--- src/rtl/mips_pkg.sv ---
// mips_pkg: shared fetch-stage types and constants
package mips_pkg;
  typedef enum logic [1:0] {IDLE, WAIT, DROP, HOLD} fetch_state_e;
  localparam logic [31:0] NOP_WORD = 32'h0000_0000;
  localparam logic [31:0] PC_STEP = 32'd4;
  function automatic logic [31:0] align_word(input logic [31:0] a);
    return {a[31:2], 2'b00};
  endfunction
endpackage

--- src/rtl/if_next_pc.sv ---
// if_next_pc: redirect priority, word-aligned redirect target and sequential pc+4
module if_next_pc import mips_pkg::*; (
  input  logic [31:0] pc_i,
  input  logic        branch_taken_i,
  input  logic [31:0] branch_target_i,
  input  logic        jump_i,
  input  logic [31:0] jump_target_i,
  output logic        redirect_o,
  output logic [31:0] target_o,
  output logic [31:0] pc_plus4_o
);
  assign redirect_o = branch_taken_i | jump_i;
  assign target_o = align_word(branch_taken_i ? branch_target_i : jump_target_i);
  assign pc_plus4_o = pc_i + PC_STEP;
endmodule

--- src/rtl/if_fetch_stage.sv ---
// if_fetch_stage: owns the PC and issues single-outstanding fetches to a variable-latency imem,
// presenting registered instruction/pcPlus4/fetchValid to the IF/ID register.
module if_fetch_stage import mips_pkg::*; #(
  parameter logic [31:0] RESET_PC  = 32'h0000_0000,
  parameter logic [31:0] NOP_INSTR = NOP_WORD
) (
  input  logic        clock,
  input  logic        reset,
  input  logic        stall,
  input  logic        branchTaken,
  input  logic [31:0] branchTarget,
  input  logic        jump,
  input  logic [31:0] jumpTarget,
  output logic        imemReq,
  output logic [31:0] imemAddr,
  input  logic        imemValid,
  input  logic [31:0] imemData,
  output logic [31:0] instruction,
  output logic [31:0] pcPlus4,
  output logic        fetchValid
);
  fetch_state_e state_q, state_d;
  logic [31:0] pc_q, pc_d, addr_q, addr_d, instr_q, instr_d, pcp4_q, pcp4_d, buf_q, buf_d;
  logic [31:0] target, pc_plus4, word;
  logic req_q, req_d, valid_q, valid_d, redirect, issue, deliver;

  if_next_pc u_next_pc (
    .pc_i           (pc_q),
    .branch_taken_i (branchTaken),
    .branch_target_i(branchTarget),
    .jump_i         (jump),
    .jump_target_i  (jumpTarget),
    .redirect_o     (redirect),
    .target_o       (target),
    .pc_plus4_o     (pc_plus4)
  );

  always_comb begin
    state_d = state_q;
    buf_d = buf_q;
    issue = 1'b0;
    deliver = 1'b0;
    word = imemData;
    case (state_q)
      IDLE: begin
        issue = 1'b1;
        state_d = WAIT;
      end
      WAIT: begin
        if (imemValid && redirect) issue = 1'b1;
        else if (imemValid && stall) begin
          buf_d = imemData;
          state_d = HOLD;
        end else if (imemValid) begin
          deliver = 1'b1;
          issue = 1'b1;
        end else if (redirect) state_d = DROP;
      end
      HOLD: begin
        if (redirect) begin
          issue = 1'b1;
          state_d = WAIT;
        end else if (!stall) begin
          deliver = 1'b1;
          word = buf_q;
          issue = 1'b1;
          state_d = WAIT;
        end
      end
      DROP: begin
        if (imemValid) begin
          issue = 1'b1;
          state_d = WAIT;
        end
      end
      default: state_d = IDLE;
    endcase
    // every request goes to the pc being installed this edge
    pc_d = redirect ? target : deliver ? pc_plus4 : pc_q;
    req_d = issue;
    addr_d = issue ? pc_d : addr_q;
    instr_d = deliver ? word : (stall && !redirect) ? instr_q : NOP_INSTR;
    pcp4_d = deliver ? pc_plus4 : pcp4_q;
    valid_d = deliver | (stall & ~redirect & valid_q);
  end

  always_ff @(posedge clock) begin
    if (reset) begin
      state_q <= IDLE;
      pc_q <= RESET_PC;
      req_q <= 1'b0;
      addr_q <= '0;
      instr_q <= NOP_INSTR;
      pcp4_q <= '0;
      valid_q <= 1'b0;
      buf_q <= '0;
    end else begin
      state_q <= state_d;
      pc_q <= pc_d;
      req_q <= req_d;
      addr_q <= addr_d;
      instr_q <= instr_d;
      pcp4_q <= pcp4_d;
      valid_q <= valid_d;
      buf_q <= buf_d;
    end
  end

  assign imemReq = req_q;
  assign imemAddr = addr_q;
  assign instruction = instr_q;
  assign pcPlus4 = pcp4_q;
  assign fetchValid = valid_q;

  // a response with nothing outstanding is a memory protocol violation
  assert property (@(posedge clock) disable iff (reset) imemValid |-> (state_q == WAIT || state_q == DROP));
endmodule

--- config.mk ---
export PLATFORM = sky130hd
export DESIGN_NAME = if_fetch_stage
export DESIGN_NICKNAME = d
export VERILOG_FILES = /design/src/rtl/mips_pkg.sv /design/src/rtl/if_next_pc.sv /design/src/rtl/if_fetch_stage.sv
export SDC_FILE = /design/constraint.sdc
export NUM_CORES = 1
export LEC_CHECK = 0
export ABC_AREA = 0
export BUFFER_PORTS_ARGS = -buffer_cell sky130_fd_sc_hd__buf_2
export CORE_ASPECT_RATIO = 0.7
export CORE_MARGIN = 4
export CORE_UTILIZATION = 50
export DETAILED_ROUTE_END_ITERATION = 8
export PLACE_DENSITY = 0.76
export SYNTH_ARGS = -nofsm -noshare
export SYNTH_HDL_FRONTEND = slang
export SYNTH_SLANG_ARGS = --single-unit
--- constraint.sdc ---
create_clock -name clock -period 2.6 [get_ports clock]
set_input_delay 0.13 -clock clock [delete_from_list [all_inputs] [get_ports clock]]
set_output_delay 0.13 -clock clock [all_outputs]
set_load 0.02 [all_outputs]
==> out/results.ini <==
[timing]
fmax_mhz=429
skew_ns=0.0124
slew_violations=0
tns_ns=0
slew_headroom_pct=45.5
rsz0062_at_grt=false
setup_slack_ns=0.267
post-route-period-util_pct=89.7
worst_pin_slew_ns=0.817
finalHoldViolCount=0
min_period_ns=2.33
setup_viol=0

[layout]
n_antenna_cell=0
final_common_cell=buf_2
fillers=1270
layout-drive-gt1-share_pct=26.9
layout.nets=1191
final_cell_mix=194 x buf_2, 164 x dfxtp_1, 109 x nor2_1, 102 x nand2_1, 59 x a21oi_1
synthToLayoutAreaGrowth_pct=27.6

[synth]
syn-num-nets=992
syn-cell-area_um2=7600
synth_edf_count=0
synthTopCellsByArea=dfxtp_1 43%, nor2_1 5.4%, nand2_1 5.0%, a21oi_1 3.9%, a22oi_1 3.3%
synth.distinct_cells=68
async_flop_share_pct=0
yosysWarnings=0
syn_avg_cell_area_um2=8.55
synth_top_area_share_pct=43.2
ys.flop_type=dfxtp_1
yosys.area.top_type=dfxtp_1
synthCells=889
ys_seq_elements=164
ys_seq_area_share_pct=43.2

[floorplanning]
num_rows=37
die_area_um2=17300
ioPinCount=200
initial_core_util_pct=51.3
die_x_um=155
die_h_um=111
coreArea_um2=14800

[setup_path]
r2r_slack_ns=0.27
critical_path.max_fanout=15
r2r_start=pc_q[2]
crit_chain=ha_1 -> nand2_1 -> nor4_4 -> buf_4 -> nand4_1 -> xor2_1 -> a2111oi_2
r2r_end=pc_q[28]
crit_path_start_kind=register
critPathSlowestCell=dfxtp_1
reg2regPathDepth=7
critPathArrivalTime_ns=2.65
max_stage_delay_ns=0.43
end_kind=register
cp.required_ns=2.92
cp-startpoint=pc_q[2]
worst-setup-path-type=reg -> reg

[cts]
root_buffer=clkbuf_16
ctsResizeCount=0
clock-sinks=164
path_clk_slew_ns=0.07
tritoncts=done
clk_latency_ns=0.42
htree_levels=4
cts_buffers=17
cts_max_path_buffers=2
cts_setup_buffers=0

[worst_hold_path]
hp-start=branchTarget[3]
hold_depth=3
min_path_type=in -> reg
holdPathEnd=pc_q[3]

[route]
wl_per_cell_um=18.2
drt_wl_total_um=23600
viasPerCell=5.81
drc=0
ant_nets=0
dr.pass1.iters=7
via_count=7530
drtIter0Drc=828

[placement]
io_buffers=195
dp_slack_ns=0.342
hpwl_um=16800
routabilityCongestion=0.998

[grt]
grt_use_total_pct=27.0
globalRouteOverflowTotal=0
grt_first_pass_wirelength_um=37700
grt_max_degree=67
grt_pass1_vias=6956
antenna_found_initial=0

[job]
max-cap-violations=0

[pwr]
ir_worst_vdd_v=0.000470
power_mw=6.16
power_density_nw_per_um2=635
p_leak_nw=3.96

[status]
status=finished, final reports clean

-- Yosys cell counts, types with 13 or more instances --
cell type  count
nand2_1      102
xor2_1        13
xnor2_1       19
buf_2         30
mux2_2        17
a22oi_1       33
mux2_1        17
a21oi_1       59
nand3_1       24
dfxtp_1      164
nor2_1       109
nor3_1        22
and3_1        16
a211oi_1      31
nand4_1       20
o21ai_0       14
o22ai_1       16
nor4_1        15
clkbuf_1      43
-- worst max path at each step --
stage                        end  slack (ns)  depth (start not counted)
floorplan           imemAddr[16]        0.57                          6
finish                  pc_q[28]        0.27                          7
global route        imemAddr[12]        0.13                          5
global placement        pc_q[28]        0.38                          7
detailed placement      pc_q[28]        0.34                          7
CTS                     pc_q[28]        0.33                          7
-- stage by stage --
stage                     utilization [%]  area [µm²]  hold slack [ns]  std cells
after detailed placement             58.9        8720            0.389       1228
after global placement               58.9        8720            0.383       1228
after global routing                 65.5        9700           0.0225       1295
after CTS                            65.5        9700          0.00170       1295
final                                65.5        9700           0.0264       1295
after floorplan                         -        7600            0.266        889
-- registers in the layout (all words and copies together), names as in the netlist --
| name | flops |
|---|---|
| state_q | 2 |
| pcPlus4 | 32 |
| instruction | 32 |
| fetchValid | 1 |
| buf_q | 32 |
| imemReq | 1 |
| pc_q | 32 |
| imemAddr | 32 |
-- cell families after synthesis --
family,after synthesis,synth area share [%]
flip-flops,164,43.2
AND/OR/NAND/NOR,361,24.0
buffers and inverters,89,5.09
XOR/XNOR,32,3.69
AO/OA/AOI/OAI,206,18.6
multiplexers,36,5.30
adder cells (fa/ha/maj),1,0.165
-- critical path: cells and delay by family, from the launching register on --
kind                     cells  cell delay, ns
AO/OA/AOI/OAI                1            0.35
XOR/XNOR                     1            0.22
buffers and inverters        1            0.28
flip-flops                   1            0.43
adder cells (fa/ha/maj)      1            0.33
AND/OR/NAND/NOR              3            0.62
-- routing by layer --
metal / vias up / wire [µm] / global-route usage, %
met5: - / 0 / 0
li1: 3618 / - / -
met1: 3469 / 10800 / 41.2
met4: 0 / 463 / 7.64
met3: 40 / 2810 / 8.19
met2: 403 / 9510 / 36.3
-- timing repair --
action / 4_1_cts / 5_1_grt
setup endpoints to repair: 0 / 0
endpoints found under the hold margin: 36 / 0
hold buffers: 36 / 0
-- power breakdown --
group | internal, mW | switching, mW
Combinational | 0.311 | 0.464
Sequential | 2.62 | 0.109
Clock | 1.54 | 1.11
Total | 4.48 | 1.68
-- area by class of cell --
cell class              count  area, µm²  area share [%]
flip-flops and latches    164       3280            33.8
clock inverters            14        191            1.97
multi-input cells         636       3940            40.6
well taps                 195        244            2.51
inverters                   9       33.8           0.348
clock buffers              17        425            4.38
repair buffers            260       1580            16.3
Power figures use the tool's default switching activity.
